===== config.mk =====
export PLATFORM = sky130hd
export DESIGN_NAME = key_repeat_conditioner
export DESIGN_NICKNAME = d
export VERILOG_FILES = /design/src/rtl/key_repeat_conditioner_pkg.sv /design/src/rtl/key_repeat_conditioner_channel.sv /design/src/rtl/key_repeat_conditioner.sv
export SDC_FILE = /design/constraint.sdc
export NUM_CORES = 1
export LEC_CHECK = 0
export ABC_AREA = 1
export BUFFER_PORTS_ARGS = -buffer_cell sky130_fd_sc_hd__clkbuf_2
export CAP_MARGIN = 20
export CORE_MARGIN = 3
export CORE_UTILIZATION = 60
export DETAILED_ROUTE_END_ITERATION = 10
export PLACE_DENSITY = 0.77
export SLEW_MARGIN = 5
export SYNTH_ARGS = -nofsm -noshare
export SYNTH_HDL_FRONTEND = slang
export SYNTH_HIERARCHICAL = 1
export SYNTH_SLANG_ARGS = --single-unit

===== constraint.sdc =====
create_clock -name clk -period 5.5 [get_ports clk]
set_clock_uncertainty 0.1 [all_clocks]
set_input_delay 0.275 -clock clk [delete_from_list [all_inputs] [get_ports clk]]
set_output_delay 0.275 -clock clk [all_outputs]
set_load 0.1 [all_outputs]

===== src/rtl/key_repeat_conditioner_pkg.sv =====
// Shared types and elaboration-time helpers for the key repeat conditioner.
package key_pkg;

  typedef enum logic [1:0] {
    IDLE,
    WAIT_HOLD,
    REPEAT
  } key_state_t;

  // Prescaler division ratio (TICK_DIV), derived from the system clock.
  function automatic int unsigned tick_div(input int unsigned clk_hz);
    return clk_hz / 1000;
  endfunction

  // Counter width that can hold the largest millisecond interval.
  function automatic int unsigned cnt_width(input int unsigned debounce_ms,
                                            input int unsigned hold_ms,
                                            input int unsigned repeat_ms);
    int unsigned m;
    m = debounce_ms;
    if (hold_ms > m)   m = hold_ms;
    if (repeat_ms > m) m = repeat_ms;
    return $clog2(m + 1);
  endfunction

endpackage


===== src/rtl/key_repeat_conditioner_channel.sv =====
// One key: 2-flop synchroniser, debounce counter, press/hold/repeat FSM.
module key_channel
  import key_pkg::*;
#(
  parameter int unsigned CW          = 5,
  parameter int unsigned DEBOUNCE_MS = 20,
  parameter int unsigned HOLD_MS     = 1000,
  parameter int unsigned REPEAT_MS   = 1000
) (
  input  logic clk,
  input  logic clr_n,
  input  logic tick_ms,
  input  logic key_in,
  output logic key_level,
  output logic key_pulse,
  output logic key_long
);

  logic          sync1, sync2;
  logic [CW-1:0] db_cnt;
  logic          accept, rise, fall;
  logic [CW-1:0] hold_cnt, hold_n, limit;
  logic          pulse_q, pulse_n;
  key_state_t    state, state_n;

  always_ff @(posedge clk or negedge clr_n) begin
    if (!clr_n) begin
      sync1 <= 1'b0;
      sync2 <= 1'b0;
    end else begin
      sync1 <= key_in;
      sync2 <= sync1;
    end
  end

  assign accept = (sync2 != key_level) && tick_ms && (db_cnt == CW'(DEBOUNCE_MS - 1));
  assign rise   = accept && !key_level;
  assign fall   = accept && key_level;

  always_ff @(posedge clk or negedge clr_n) begin
    if (!clr_n) begin
      db_cnt    <= '0;
      key_level <= 1'b0;
    end else if (sync2 == key_level) begin
      db_cnt <= '0;
    end else if (accept) begin
      db_cnt    <= '0;
      key_level <= ~key_level;
    end else if (tick_ms) begin
      db_cnt <= db_cnt + CW'(1);
    end
  end

  assign limit = (state == REPEAT) ? CW'(REPEAT_MS - 1) : CW'(HOLD_MS - 1);

  always_ff @(posedge clk or negedge clr_n) begin
    if (!clr_n) begin
      state    <= IDLE;
      hold_cnt <= '0;
      pulse_q  <= 1'b0;
    end else begin
      state    <= state_n;
      hold_cnt <= hold_n;
      pulse_q  <= pulse_n;
    end
  end

  always_comb begin
    state_n = state;
    hold_n  = hold_cnt;
    pulse_n = 1'b0;
    unique case (state)
      IDLE: begin
        if (rise) begin
          state_n = WAIT_HOLD;
          hold_n  = '0;
          pulse_n = 1'b1;
        end
      end
      WAIT_HOLD, REPEAT: begin
        if (tick_ms) begin
          if (hold_cnt == limit) begin
            state_n = REPEAT;
            hold_n  = '0;
            pulse_n = 1'b1;
          end else begin
            hold_n = hold_cnt + CW'(1);
          end
        end
      end
      default: state_n = IDLE;
    endcase
    // A release accepted on an expiry tick suppresses that tick's pulse.
    if (fall) begin
      state_n = IDLE;
      hold_n  = '0;
      pulse_n = 1'b0;
    end
  end

  always_comb begin
    key_pulse = pulse_q;
    key_long  = (state == REPEAT);
  end

endmodule


===== src/rtl/key_repeat_conditioner.sv =====
// Set-button conditioner: shared millisecond prescaler feeding N key channels.
module key_repeat_conditioner
  import key_pkg::*;
#(
  parameter int unsigned CLK_HZ      = 50_000_000,
  parameter int unsigned N_KEYS      = 2,
  parameter int unsigned DEBOUNCE_MS = 20,
  parameter int unsigned HOLD_MS     = 1000,
  parameter int unsigned REPEAT_MS   = 1000
) (
  input  logic              clk,
  input  logic              clr_n,
  input  logic [N_KEYS-1:0] key_in,
  output logic [N_KEYS-1:0] key_level,
  output logic [N_KEYS-1:0] key_pulse,
  output logic [N_KEYS-1:0] key_long
);

  localparam int unsigned TICK_DIV = tick_div(CLK_HZ);
  localparam int unsigned PW       = $clog2(TICK_DIV + 1);
  localparam int unsigned CW       = cnt_width(DEBOUNCE_MS, HOLD_MS, REPEAT_MS);

  logic [PW-1:0] pre_cnt;
  logic          tick_ms;

  assign tick_ms = (pre_cnt == PW'(TICK_DIV - 1));

  always_ff @(posedge clk or negedge clr_n) begin
    if (!clr_n)       pre_cnt <= '0;
    else if (tick_ms) pre_cnt <= '0;
    else              pre_cnt <= pre_cnt + PW'(1);
  end

  for (genvar i = 0; i < N_KEYS; i++) begin : g_key
    key_channel #(
      .CW          (CW),
      .DEBOUNCE_MS (DEBOUNCE_MS),
      .HOLD_MS     (HOLD_MS),
      .REPEAT_MS   (REPEAT_MS)
    ) u_channel (
      .clk       (clk),
      .clr_n     (clr_n),
      .tick_ms   (tick_ms),
      .key_in    (key_in[i]),
      .key_level (key_level[i]),
      .key_pulse (key_pulse[i]),
      .key_long  (key_long[i])
    );
  end

endmodule


==> flow_metrics.py, run 1 <==
metrics = {
    "run_status": {
        "status": "finished clean",
    },
    "drt": {
        "via_count": 3639,
        "wl_per_cell_um": 11.8,
        "drtIter0Drc": 184,
        "dr.pass1.iters": 5,
        "wl_um": 8050,
        "drc_errors": 0,
        "vias_per_cell": 5.32,
        "ant_nets": 0,
    },
    "global_routing": {
        "grt_max_degree": 69,
        "grt_pass1_wl_um": 14500,
        "grt_overflow": 0,
        "grt_pass1_vias": 3329,
        "antenna_found_initial": 0,
        "grt.total_usage_pct": 21.3,
    },
    "cells_and_area": {
        "area_growth_syn_to_layout_pct": 8.46,
        "fin_util_pct": 69.4,
        "layout-drive-gt1-share_pct": 9.98,
        "fin_area_um2": 4590,
        "fin_nets": 604,
        "diodes": 0,
    },
    "setup_path": {
        "end_kind": "flop",
        "crit_type": "reg -> reg",
        "critPathLaunchType": "flop",
        "cp_cell_sequence": "ha_1 > nand3_2 > nor2_1 > nand2_2 > inv_2 > inv_1 > nor2_4 > nand2_1 > a21oi_4 > nand2_4 > nand2_1 > nand2_1",
        "cpPeakStageDelay_ps": 390,
        "worst-path-max-fanout": 11,
        "crit_arrival_ps": 2530,
        "cp_slowest_cell": "dfrtp_1",
        "cpMostUsedCell": "nand2_1",
        "cp.required_ps": 5630,
    },
    "yosys": {
        "synth_edf_count": 0,
        "syn_nets": 588,
        "yosys.area.top_type": "dfrtp_1",
        "ys_top_cells_by_area": "dfrtp_1, nand2_1, nor2_1",
        "syn_avg_cell_area_um2": 7.40,
        "synth_area_um2": 4230,
        "synth_top_area_share_pct": 40.2,
        "yosys_warnings": 6,
        "syn_inst": 571,
        "ys_async_sr_fraction_pct": 100,
        "ys.flop_type": "dfrtp_1",
        "synthTopCellsByCount": "nand2_1, nor2_1, inv_1",
        "ys_seq_elements": 68,
        "yosysSeqAreaShare_pct": 40.2,
        "synth_most_common_cell": "nand2_1",
        "ys_types": 36,
    },
    "place": {
        "io_buffers": 9,
        "hpwl_um": 5680,
        "place.gp.congestion": 0.834,
        "dpl_cell_area_um2": 4350,
        "pre_cts_ws_ps": 3090,
    },
    "pwr": {
        "internal-power_mw": 0.758,
        "switchingPower_mw": 0.205,
        "power.leakage_nw": 2.30,
        "switching_share_pct": 21.3,
        "vdd_ir_drop_max_v": 0.000170,
        "p_seq_share_pct": 52.1,
        "p_per_area_nw_per_um2": 210,
        "clkPwrFrac_pct": 46.2,
        "p_comb_share_pct": 1.7,
        "total_power_mw": 0.963,
    },
    "sta": {
        "fin_crit_sh_pct": 43.7,
        "final.setup.worst_slack_ps": 3090,
        "min_period_ps": 2410,
        "rsz0062_at_grt": "false",
        "slew_headroom_pct": 43.7,
        "fin_tns_setup_ps": 0,
        "max_freq_ghz": 0.416,
        "drv_slew": 0,
        "hold_viol": 0,
        "setup_viol": 0,
        "worstMarginPinSlew_ps": 845,
    },
    "clock_network": {
        "hold_buffers": 2,
        "cts_root_buffer": "clkbuf_8",
        "clk_latency_ps": 340,
        "clk_path_buf_depth": 2,
        "cts_tree": "built",
        "cts_resized": 0,
        "clkSinkCount": 68,
        "post_cts_buffers": 0,
        "clk_pin_slew_ps": 80,
        "cts_max_level": 3,
        "cts_made_buffers": 9,
    },
    "run": {
        "cap_violations": 0,
    },
    "floorplan": {
        "fp-row-count": 29,
        "io_pins": 10,
        "die_x_um": 89.9,
        "start_util_pct": 64.0,
        "die_h_um": 89.9,
        "die_area_um2": 8090,
        "core_um2": 6600,
    },
    "hold_path": {
        "hp-class": "in -> async",
    },
}
## cell usage in the layout (no fill, tap or decap), drive strengths merged, types with 2 or more instances in the layout
cell / count
nand2: 173
nor2: 81
inv: 78
dfrtp: 68
nand3: 49
nand4: 31
o21ai: 19
clkbuf: 17
ha: 13
xor2: 10
nor3: 9
o22ai: 6
nand3b: 5
a21oi: 5
or2: 5
xnor2: 5
clkinv: 3
bufinv: 2
a22o: 2
a21o: 2
dlygate4sd3: 2
buf: 2
## power by group through the flow
stage | clock network [mW] | logic (mW) | registers, mW
3_3_place_gp | 0 | 0.0163 | 0.512
5_1_grt | 0.476 | 0.0191 | 0.502
2_1_floorplan | 0 | 0.00375 | 0.512
3_5_place_dp | 0 | 0.0164 | 0.512
6_report | 0.444 | 0.0165 | 0.502
4_1_cts | 0.454 | 0.0174 | 0.502
## flip-flops by register name, summed over array words and instances (netlist names)
signal / count
g_key.u_channel/sync1: 2
g_key.u_channel/sync2: 2
g_key.u_channel/key_pulse: 2
g_key.u_channel/key_level: 2
g_key.u_channel/db_cnt: 20
g_key.u_channel/state: 4
g_key.u_channel/hold_cnt: 20
pre_cnt: 16
## metal layers
| metal | track usage, % | vias up | share of wire, % |
|---|---|---|---|
| met2 | 34.3 | 84 | 46 |
| met1 | 28.7 | 1674 | 48 |
| met3 | 4.01 | 17 | 4.7 |
| li1 | - | 1864 | - |
| met5 | 0 | - | 0 |
| met4 | 8.42 | 0 | 1.8 |
## logic make-up (layout without fill, tap and decap cells)
family / Yosys count / after routing / share of synthesized area [%]
AOI/OAI and AO/OA: 36 / 36 / 5.09
buffers and inverters: 85 / 105 / 7.99
DFF: 68 / 68 / 40.2
adders and majority gates: 13 / 13 / 3.85
and+or+nand+nor: 354 / 354 / 39.4
xor gates and xnor gates: 15 / 15 / 3.46
## layout make-up
type | instances | area [um^2]
Inverter | 78 | 293
Clock buffer | 9 | 124
Tap cell | 93 | 116
Multi-Input combinational cell | 418 | 2190
Fill cell | 551 | 2020
Clock inverter | 6 | 90.1
Sequential cell | 68 | 1700
Timing Repair Buffer | 12 | 72.6
## path summary, 6_finish.rpt
path	cells after the start	slack (ps)	start	to
setup / recovery	12	3090	pre_cnt[0]	g_key[0].u_channel/hold_cnt[0]
hold / removal	2	10	clr_n	pre_cnt[9]
setup reg to reg	12	3090	pre_cnt[0]	g_key[0].u_channel/hold_cnt[0]
hold reg to reg	0	250	g_key[0].u_channel/sync1	g_key[0].u_channel/sync2
max in group asynchronous	2	4730	clr_n	g_key[0].u_channel/hold_cnt[5]
min in group clk	0	250	g_key[0].u_channel/sync1	g_key[0].u_channel/sync2
## critical path: cells and delay by family, from the launching register on
kind            cells  cell delay (ps)
simple gates        8             1000
compound gates      1              280
buf+inv             2              290
fa+ha+maj           1              220
flops               1              390
## metrics by stage
step	instances	hold slack, ps
final	684	13.9
after global routing	684	88.7
after CTS	684	48.9
after detailed placement	667	240
after global placement	667	232
after floorplan	571	-121
(Power assumes the default switching activity.)
==> inputs of run 2 (changes only) <==
CORE_UTILIZATION = 57   (was 60)
clock period = 2.2 ns   (was 5.5 ns; I/O delays follow)
==> flow_metrics.py, run 2 (same netlist as run 1, synthesis figures left out) <==
metrics = {
    "run_status": {
        "status": "finished clean",
    },
    "place": {
        "place_inst": 677,
        "pre_cts_ws_ps": 34.9,
        "dpl_cell_area_um2": 4420,
        "hpwl_um": 6250,
        "place.gp.congestion": 0.864,
        "io_buffers": 9,
    },
    "sta": {
        "hold_ws_ps": 257,
        "slew_headroom_pct": 49.8,
        "setup_viol": 0,
        "min_period_ps": 2060,
        "hold_viol": 0,
        "fin_tns_setup_ps": 0,
        "final.setup.worst_slack_ps": 137,
        "max_freq_ghz": 0.485,
        "fin_crit_sh_pct": 93.8,
        "drv_slew": 0,
        "worstMarginPinSlew_ps": 753,
    },
    "global_routing": {
        "grt_use_met1_pct": 28.3,
        "grt_max_degree": 37,
        "grt.total_usage_pct": 22.4,
        "use_met2_pct": 37.5,
        "top_usage_layer": "met2",
        "grt_overflow": 0,
        "grt_pass1_vias": 3517,
        "grt_pass1_wl_um": 15400,
        "met3_usage_pct": 4.59,
        "antenna_found_initial": 0,
    },
    "setup_path": {
        "critPathLaunchType": "flop",
        "end_kind": "flop",
        "cp.required_ps": 2390,
        "crit_arrival_ps": 2250,
        "crit_type": "reg -> reg",
        "worst-path-max-fanout": 8,
    },
    "pwr": {
        "internal-power_mw": 2.16,
        "p_per_area_nw_per_um2": 557,
        "switching_share_pct": 19.2,
        "vdd_ir_drop_max_v": 0.000330,
        "p_comb_share_pct": 1.8,
        "switchingPower_mw": 0.516,
        "power.leakage_nw": 2.40,
        "total_power_mw": 2.68,
        "p_seq_share_pct": 46.8,
        "clkPwrFrac_pct": 51.4,
    },
    "cells_and_area": {
        "final_cells": 701,
        "layout-drive-gt1-share_pct": 13.1,
        "multi_input_area_um2": 2240,
        "final_common_cell": "nand2_1",
        "top_regs": "g_key.u_channel/db_cnt x20, g_key.u_channel/hold_cnt x20, pre_cnt x16",
        "fin_util_pct": 68.9,
        "fin_area_um2": 4810,
        "area_growth_syn_to_layout_pct": 13.8,
        "fin_nets": 617,
        "regArea_um2": 1700,
        "fillers": 579,
        "final_cell_mix": "nand2_1, nor2_1, inv_1",
        "diodes": 0,
    },
    "drt": {
        "drtIter0Drc": 213,
        "drc_errors": 0,
        "via_count": 3748,
        "ant_nets": 0,
        "wl_per_cell_um": 12.8,
        "vias_per_cell": 5.35,
        "wl_um": 9010,
        "dr.pass1.iters": 5,
    },
    "floorplan": {
        "die_h_um": 92.1,
        "core_um2": 6980,
        "io_pins": 10,
        "die_x_um": 92.1,
        "die_area_um2": 8490,
        "start_util_pct": 60.6,
        "fp-row-count": 30,
    },
    "clock_network": {
        "clkSinkCount": 68,
        "clk_latency_ps": 350,
        "clk_pin_slew_ps": 80,
        "cts_tree": "built",
        "clk_path_buf_depth": 2,
        "cts_made_buffers": 9,
        "cts_max_level": 3,
        "cts_root_buffer": "clkbuf_8",
    },
    "run": {
        "cap_violations": 0,
    },
    "hold_path": {
        "hp-class": "in -> async",
    },
}
-- run 2: power by group through the flow --
stage	Combinational, mW	Sequential (mW)	Clock [mW]
after CTS	0.0497	1.26	1.40
after global placement	0.0445	1.28	0
after floorplan	0.00936	1.28	0
after global routing	0.0546	1.25	1.47
final	0.0477	1.26	1.38
after detailed placement	0.0454	1.28	0
-- run 2: critical path: stages, from the launching register on --
cell,delay (ps)
dfrtp_1,410
nand2_1,90
inv_1,90
nand2_1,70
nor2_2,120
nand2_2,80
inv_4,100
inv_1,80
nor2_4,180
nand2_4,90
a21oi_4,250
buf_4,160
nand4_1,90
nand2_1,70
-- run 2: layout make-up --
class	count	share of cell area, %
Clock buffer	10	2.86
Clock inverter	6	2.81
Inverter	78	6.14
Multi-Input combinational cell	419	46.6
Sequential cell	68	35.4
Tap cell	96	2.50
Timing Repair Buffer	24	3.69
-- run 2: path summary, 6_finish.rpt --
check                                         start                              to  slack, ps  cells past startpoint
hold reg to reg            g_key[0].u_channel/sync1        g_key[0].u_channel/sync2        260                      0
hold / removal                                clr_n  g_key[1].u_channel/hold_cnt[7]        260                      2
min in group clk           g_key[0].u_channel/sync1        g_key[0].u_channel/sync2        260                      0
setup reg to reg                         pre_cnt[8]  g_key[0].u_channel/hold_cnt[2]        140                     13
max in group asynchronous                     clr_n  g_key[0].u_channel/hold_cnt[4]       1090                      3
setup / recovery                         pre_cnt[8]  g_key[0].u_channel/hold_cnt[2]        140                     13
-- run 2: routing by layer --
layer  share of wire [%]  routed length (um)
met2                  50                4490
met4                 2.1                 186
met3                 4.1                 371
met1                  44                3960
met5                   0                   0
-- run 2: repair_timing --
action	4_1_cts	5_1_grt
buffers inserted	0	4
resized for setup	0	13
hold buffers	3	0
hold endpoints to repair	34	0
setup endpoints to repair	0	34
